$ cat src/rtl/sequenciador_programa.sv
// Program sequencer: holds a small program image and feeds it word by word to a
// multicycle processor, pacing issue on ProcDone with a watchdog on each instruction.
module sequenciador_programa #(
   parameter int PROG_DEPTH = 16,
   parameter int WD_LIMIT   = 7
) (
   input  logic        Clock,
   input  logic        Reset,
   input  logic        LoadEn,
   input  logic [3:0]  LoadAddr,
   input  logic [15:0] LoadData,
   input  logic        Start,
   input  logic [4:0]  Length,
   input  logic        ProcDone,
   output logic [15:0] DIN,
   output logic        Run,
   output logic        Busy,
   output logic        Finished,
   output logic        Error,
   output logic [3:0]  PC,
   output logic [4:0]  InstrCount
);

   typedef enum logic [2:0] {
      S_IDLE,
      S_ISSUE,
      S_IMM,
      S_WAIT,
      S_FINISH
   } state_t;

   localparam logic [2:0] WD_LAST = 3'(WD_LIMIT - 1);
   localparam logic [2:0] OP_MVI  = 3'b001;

   state_t      state_q, state_d;
   logic [3:0]  pc_q, pc_d;
   logic [4:0]  cnt_q, cnt_d;
   logic [4:0]  len_q, len_d;
   logic        err_q, err_d;
   logic [2:0]  wd_q, wd_d;
   logic [15:0] mem_q [PROG_DEPTH];

   logic [15:0] word;
   logic [4:0]  len_eff;
   logic [4:0]  pc_inc;
   logic        last_word;
   logic        is_mvi;
   logic        mem_we;

   assign word      = mem_q[pc_q];
   assign len_eff   = (Length > 5'd16) ? 5'd16 : Length;
   assign pc_inc    = {1'b0, pc_q} + 5'd1;
   assign last_word = (pc_inc >= len_q);
   assign is_mvi    = (word[8:6] == OP_MVI);
   assign mem_we    = LoadEn && (state_q == S_IDLE) && !Reset;

   always_comb begin
      state_d = state_q;
      pc_d    = pc_q;
      cnt_d   = cnt_q;
      len_d   = len_q;
      err_d   = err_q;
      wd_d    = wd_q;
      DIN     = 16'h0000;
      Run     = 1'b0;
      case (state_q)
         S_IDLE: begin
            if (Start) begin
               err_d = 1'b0;
               len_d = len_eff;
               if (len_eff != 5'd0) begin
                  pc_d    = 4'd0;
                  cnt_d   = 5'd0;
                  state_d = S_ISSUE;
               end else begin
                  state_d = S_FINISH;
               end
            end
         end
         S_ISSUE: begin
            Run  = 1'b1;
            DIN  = word;
            wd_d = 3'd0;
            // An mvi needs its immediate word inside the program, otherwise the run is malformed.
            if (is_mvi) begin
               if (!last_word) begin
                  pc_d    = pc_q + 4'd1;
                  state_d = S_IMM;
               end else begin
                  err_d   = 1'b1;
                  state_d = S_IDLE;
               end
            end else begin
               state_d = S_WAIT;
            end
         end
         S_IMM, S_WAIT: begin
            DIN = word;
            if (ProcDone) begin
               cnt_d = cnt_q + 5'd1;
               wd_d  = 3'd0;
               if (last_word) begin
                  state_d = S_FINISH;
               end else begin
                  pc_d    = pc_q + 4'd1;
                  state_d = S_ISSUE;
               end
            end else if (wd_q == WD_LAST) begin
               err_d   = 1'b1;
               wd_d    = 3'd0;
               state_d = S_IDLE;
            end else begin
               wd_d = wd_q + 3'd1;
            end
         end
         S_FINISH: begin
            state_d = S_IDLE;
         end
         default: begin
            state_d = S_IDLE;
         end
      endcase
   end

   always_ff @(posedge Clock) begin
      if (Reset) begin
         state_q <= S_IDLE;
         pc_q    <= 4'd0;
         cnt_q   <= 5'd0;
         len_q   <= 5'd0;
         err_q   <= 1'b0;
         wd_q    <= 3'd0;
      end else begin
         state_q <= state_d;
         pc_q    <= pc_d;
         cnt_q   <= cnt_d;
         len_q   <= len_d;
         err_q   <= err_d;
         wd_q    <= wd_d;
      end
   end

   // Program image is deliberately outside the reset domain so a reset keeps the loaded program.
   always_ff @(posedge Clock) begin
      if (mem_we) begin
         mem_q[LoadAddr] <= LoadData;
      end
   end

   assign Busy       = (state_q != S_IDLE);
   assign Finished   = (state_q == S_FINISH);
   assign Error      = err_q;
   assign PC         = pc_q;
   assign InstrCount = cnt_q;

endmodule

$ cat config.mk
export PLATFORM = sky130hd
export DESIGN_NAME = sequenciador_programa
export DESIGN_NICKNAME = d
export VERILOG_FILES = /design/src/rtl/sequenciador_programa.sv
export SDC_FILE = /design/constraint.sdc
export NUM_CORES = 1
export LEC_CHECK = 0
export CAP_MARGIN = 0
export CELL_PAD_IN_SITES_DETAIL_PLACEMENT = 1
export CELL_PAD_IN_SITES_GLOBAL_PLACEMENT = 1
export CORE_MARGIN = 1.5
export CORE_UTILIZATION = 45
export CTS_BUF_LIST = sky130_fd_sc_hd__clkbuf_8
export CTS_CLUSTER_DIAMETER = 120
export DETAILED_ROUTE_END_ITERATION = 10
export PLACE_DENSITY = 0.69
export SYNTH_ARGS = -nofsm -noshare
export SYNTH_HDL_FRONTEND = slang
export SYNTH_SLANG_ARGS = --single-unit
$ cat constraint.sdc
create_clock -name Clock -period 9.1 [get_ports Clock]
set_input_delay 2.73 -clock Clock [delete_from_list [all_inputs] [get_ports Clock]]
set_output_delay 2.73 -clock Clock [all_outputs]
set_load 0.02 [all_outputs]
==> summary.txt <==
max-cap violations = 0
CP endpoint kind = output port
Mapped Avg Cell Area = 19.92 sq um
Rows = 57
post-CTS setup buffer count = 0
Leak Pwr = 4.142 nW
io pins = 59
most common cell in the netlist = edfxtp_1
WL met1 = 11.04 mm
Vias/cell = 5.648
Finished Core Util = 53.82%
Startpoint Class = flop
WL met2 = 12.73 mm
status = finished clean
Syn Std Cell Area = 11090 sq um
fin nets = 699
crit path cell chain = buf_4 > mux4_2 > mux4_2 > and2_1 > clkdlybuf4s50_1
Die W = 160.0 microns
P per Cell Area = 228.4 nW/um^2
Post-Syn Instances = 557
drt pass-1 iters = 4
wire length per cell = 25.11 microns
Core Area = 24250 sq um
Hold-fix buffers, CTS = 0
main flop type after synthesis = edfxtp_1
First DRT Iteration DRCs = 349
Max clock buf depth = 3
Post-DP HPWL = 15.07 mm
gr usage total = 20.78%
DP Area = 12150 sq um
total power = 0.002981 W
final instance count without filler cells = 1022
Synth area leader = edfxtp_1
total grt overflow = 0
initial antenna violation count = 1
fin crit share = 71.80%
Syn-to-layout area delta = 17.64%
Final GP Congestion = 0.7304
critical path's top delay family = multiplexers
critical path buffer and inverter count = 2
cell total after placement = 937
post-CTS resize count = 0
Crit-path slowest cell = dfxtp_4
fraction of registers with async set/reset = 0%
CTS tree = built
Slew Viols, Final = 0
first-pass GRT wire length = 38.87 mm
RSZ-0062 raised after global routing = false
Req. time, crit path = 6.37 ns
CP Data Arrival Time = 3.80 ns
final hold vios = 0
Root Driver = clkbuf_8
Port Buf Inserts = 58
DRC Markers = 0
post-layout minimum cycle time = 6.534 ns
Setup CP Type = flop to output port
total CTS buffers = 47
synth cell count leaders = 256 x edfxtp_1, 75 x mux4_2, 32 x nor2_1
#FFs+latches synth = 281
post-route ant nets = 0
Routed WL = 25.67 mm
worst skew pair latency = 0.55 ns
CP Max Fanout = 43
total negative slack = 0 ns
top layer in use = met4
post-synth top area share = 69.29%
Via Count = 5772
final setup fails = 0
most used cell, CP = mux4_2
# diodes = 0
syn_nets = 594
Synth area leaders = edfxtp_1 69%, mux4_2 15%, dfxtp_1 4.5%
synth warn = 0
Netlist cell types = 46
Reg clk slew, reported paths = 0.06 ns
Worst Hold Class = flop to flop
Post-synth EDFFs = 256
Sink Count = 281
register area share after synthesis = 73.80%
largest net degree at the start of global routing = 65
post-route cell area = 13050 sq um
VDD IR-drop max = 0.1371 mV
share of cells above drive strength 1 = 24.07%
Fin Clk Skew = 0.01348 ns
area of the die = 25600 sq um
Least-Margin Pin Slew = 1.023 ns
H-tree depth = 2
Max transition margin = 31.54%
vias in the first global route = 6243
metal3 WL = 1.348 mm
DIE HEIGHT = 160.0 microns
max incr delay on CP = 0.90 ns
initial core utilization = 45.75%
f_max = 153.1 MHz
flip-flops by register name, summed over array words and instances, names as in the netlist, named ones only:
register,flops
mem_q,256
InstrCount,5
len_q,5
PC,4
state_q,3
wd_q,3
Error,1
through the flow:
step	setup WS, ns	hold slack [ns]
2_1_floorplan	4.208	0.4363
3_5_place_dp	3.053	0.4489
6_report	2.566	0.4618
4_1_cts	2.420	0.4592
3_3_place_gp	3.070	0.4558
5_1_grt	2.266	0.4835
cell usage in the layout (no fill, tap or decap), types with 3 or more instances in the layout:
cell type	count
and3_1	3
nand2b_1	10
nor3b_1	5
o21ai_0	6
inv_1	22
nor3_2	4
bufinv_16	3
nor2_1	32
xor2_1	4
ha_1	7
nand3_1	8
clkinv_2	4
a31oi_1	5
edfxtp_1	256
nor2b_1	5
dfxtp_1	23
a21oi_1	16
clkinv_1	12
buf_4	21
nand2_1	17
and2_1	14
mux4_2	75
clkbuf_8	48
nor3_1	3
clkdlybuf4s50_1	58
logic make-up after synthesis:
group                      count (synthesis)  share of synthesized area [%]
AOI/OAI and AO/OA                         45                          2.831
xor gates and xnor gates                   5                         0.3947
adders and majority gates                  7                         0.7894
buffers and inverters                     30                          1.263
DFF                                      281                          73.80
muxes                                     77                          15.70
and+or+nand+nor                          112                          5.222
report_power, final:
part | internal, W | switching, W | leakage, nW
clock network | 0.000579 | 0.000496 | 0.514
logic | 0.000209 | 0.000224 | 1.12
registers | 0.00143 | 0.0000389 | 2.51
total | 0.00222 | 0.000759 | 4.14
path summary, 6_finish.rpt:
check	from	endpoint	slack, ns	cells after the start
setup / recovery	flop	DIN[5]	2.57	5
hold / removal	len_q[4]	len_q[4]	0.46	2
setup reg to reg	state_q[2]	mem_q[14][11]	5.82	6
hold reg to reg	len_q[4]	len_q[4]	0.46	2
routing by layer:
layer  global-route usage (%)  vias to the layer above
met3                    3.844                       42
met1                    28.17                     3038
li1                         -                     2501
met2                    34.35                      191
met4                    6.669                        0
met5                        0                        -
area by class of cell:
type                            count  area, sq um
Sequential cell                   281         8193
Clock buffer                       48        660.6
Fill cell                        2202        11200
Timing Repair Buffer               79        738.2
Inverter                            7        26.28
Multi-Input combinational cell    246         2786
Tap cell                          324        405.4
Clock inverter                     37        241.5
worst reg2reg max path, cell delays in order (launching register included):
cell and delay (ns):
dfxtp_1 0.41, nor3_1 0.66, nand3b_1 0.34, nor2_1 0.18
nand2_1 0.15, nor2_1 0.81, buf_4 0.40
Note: power is estimated with default switching activity, not from simulation.
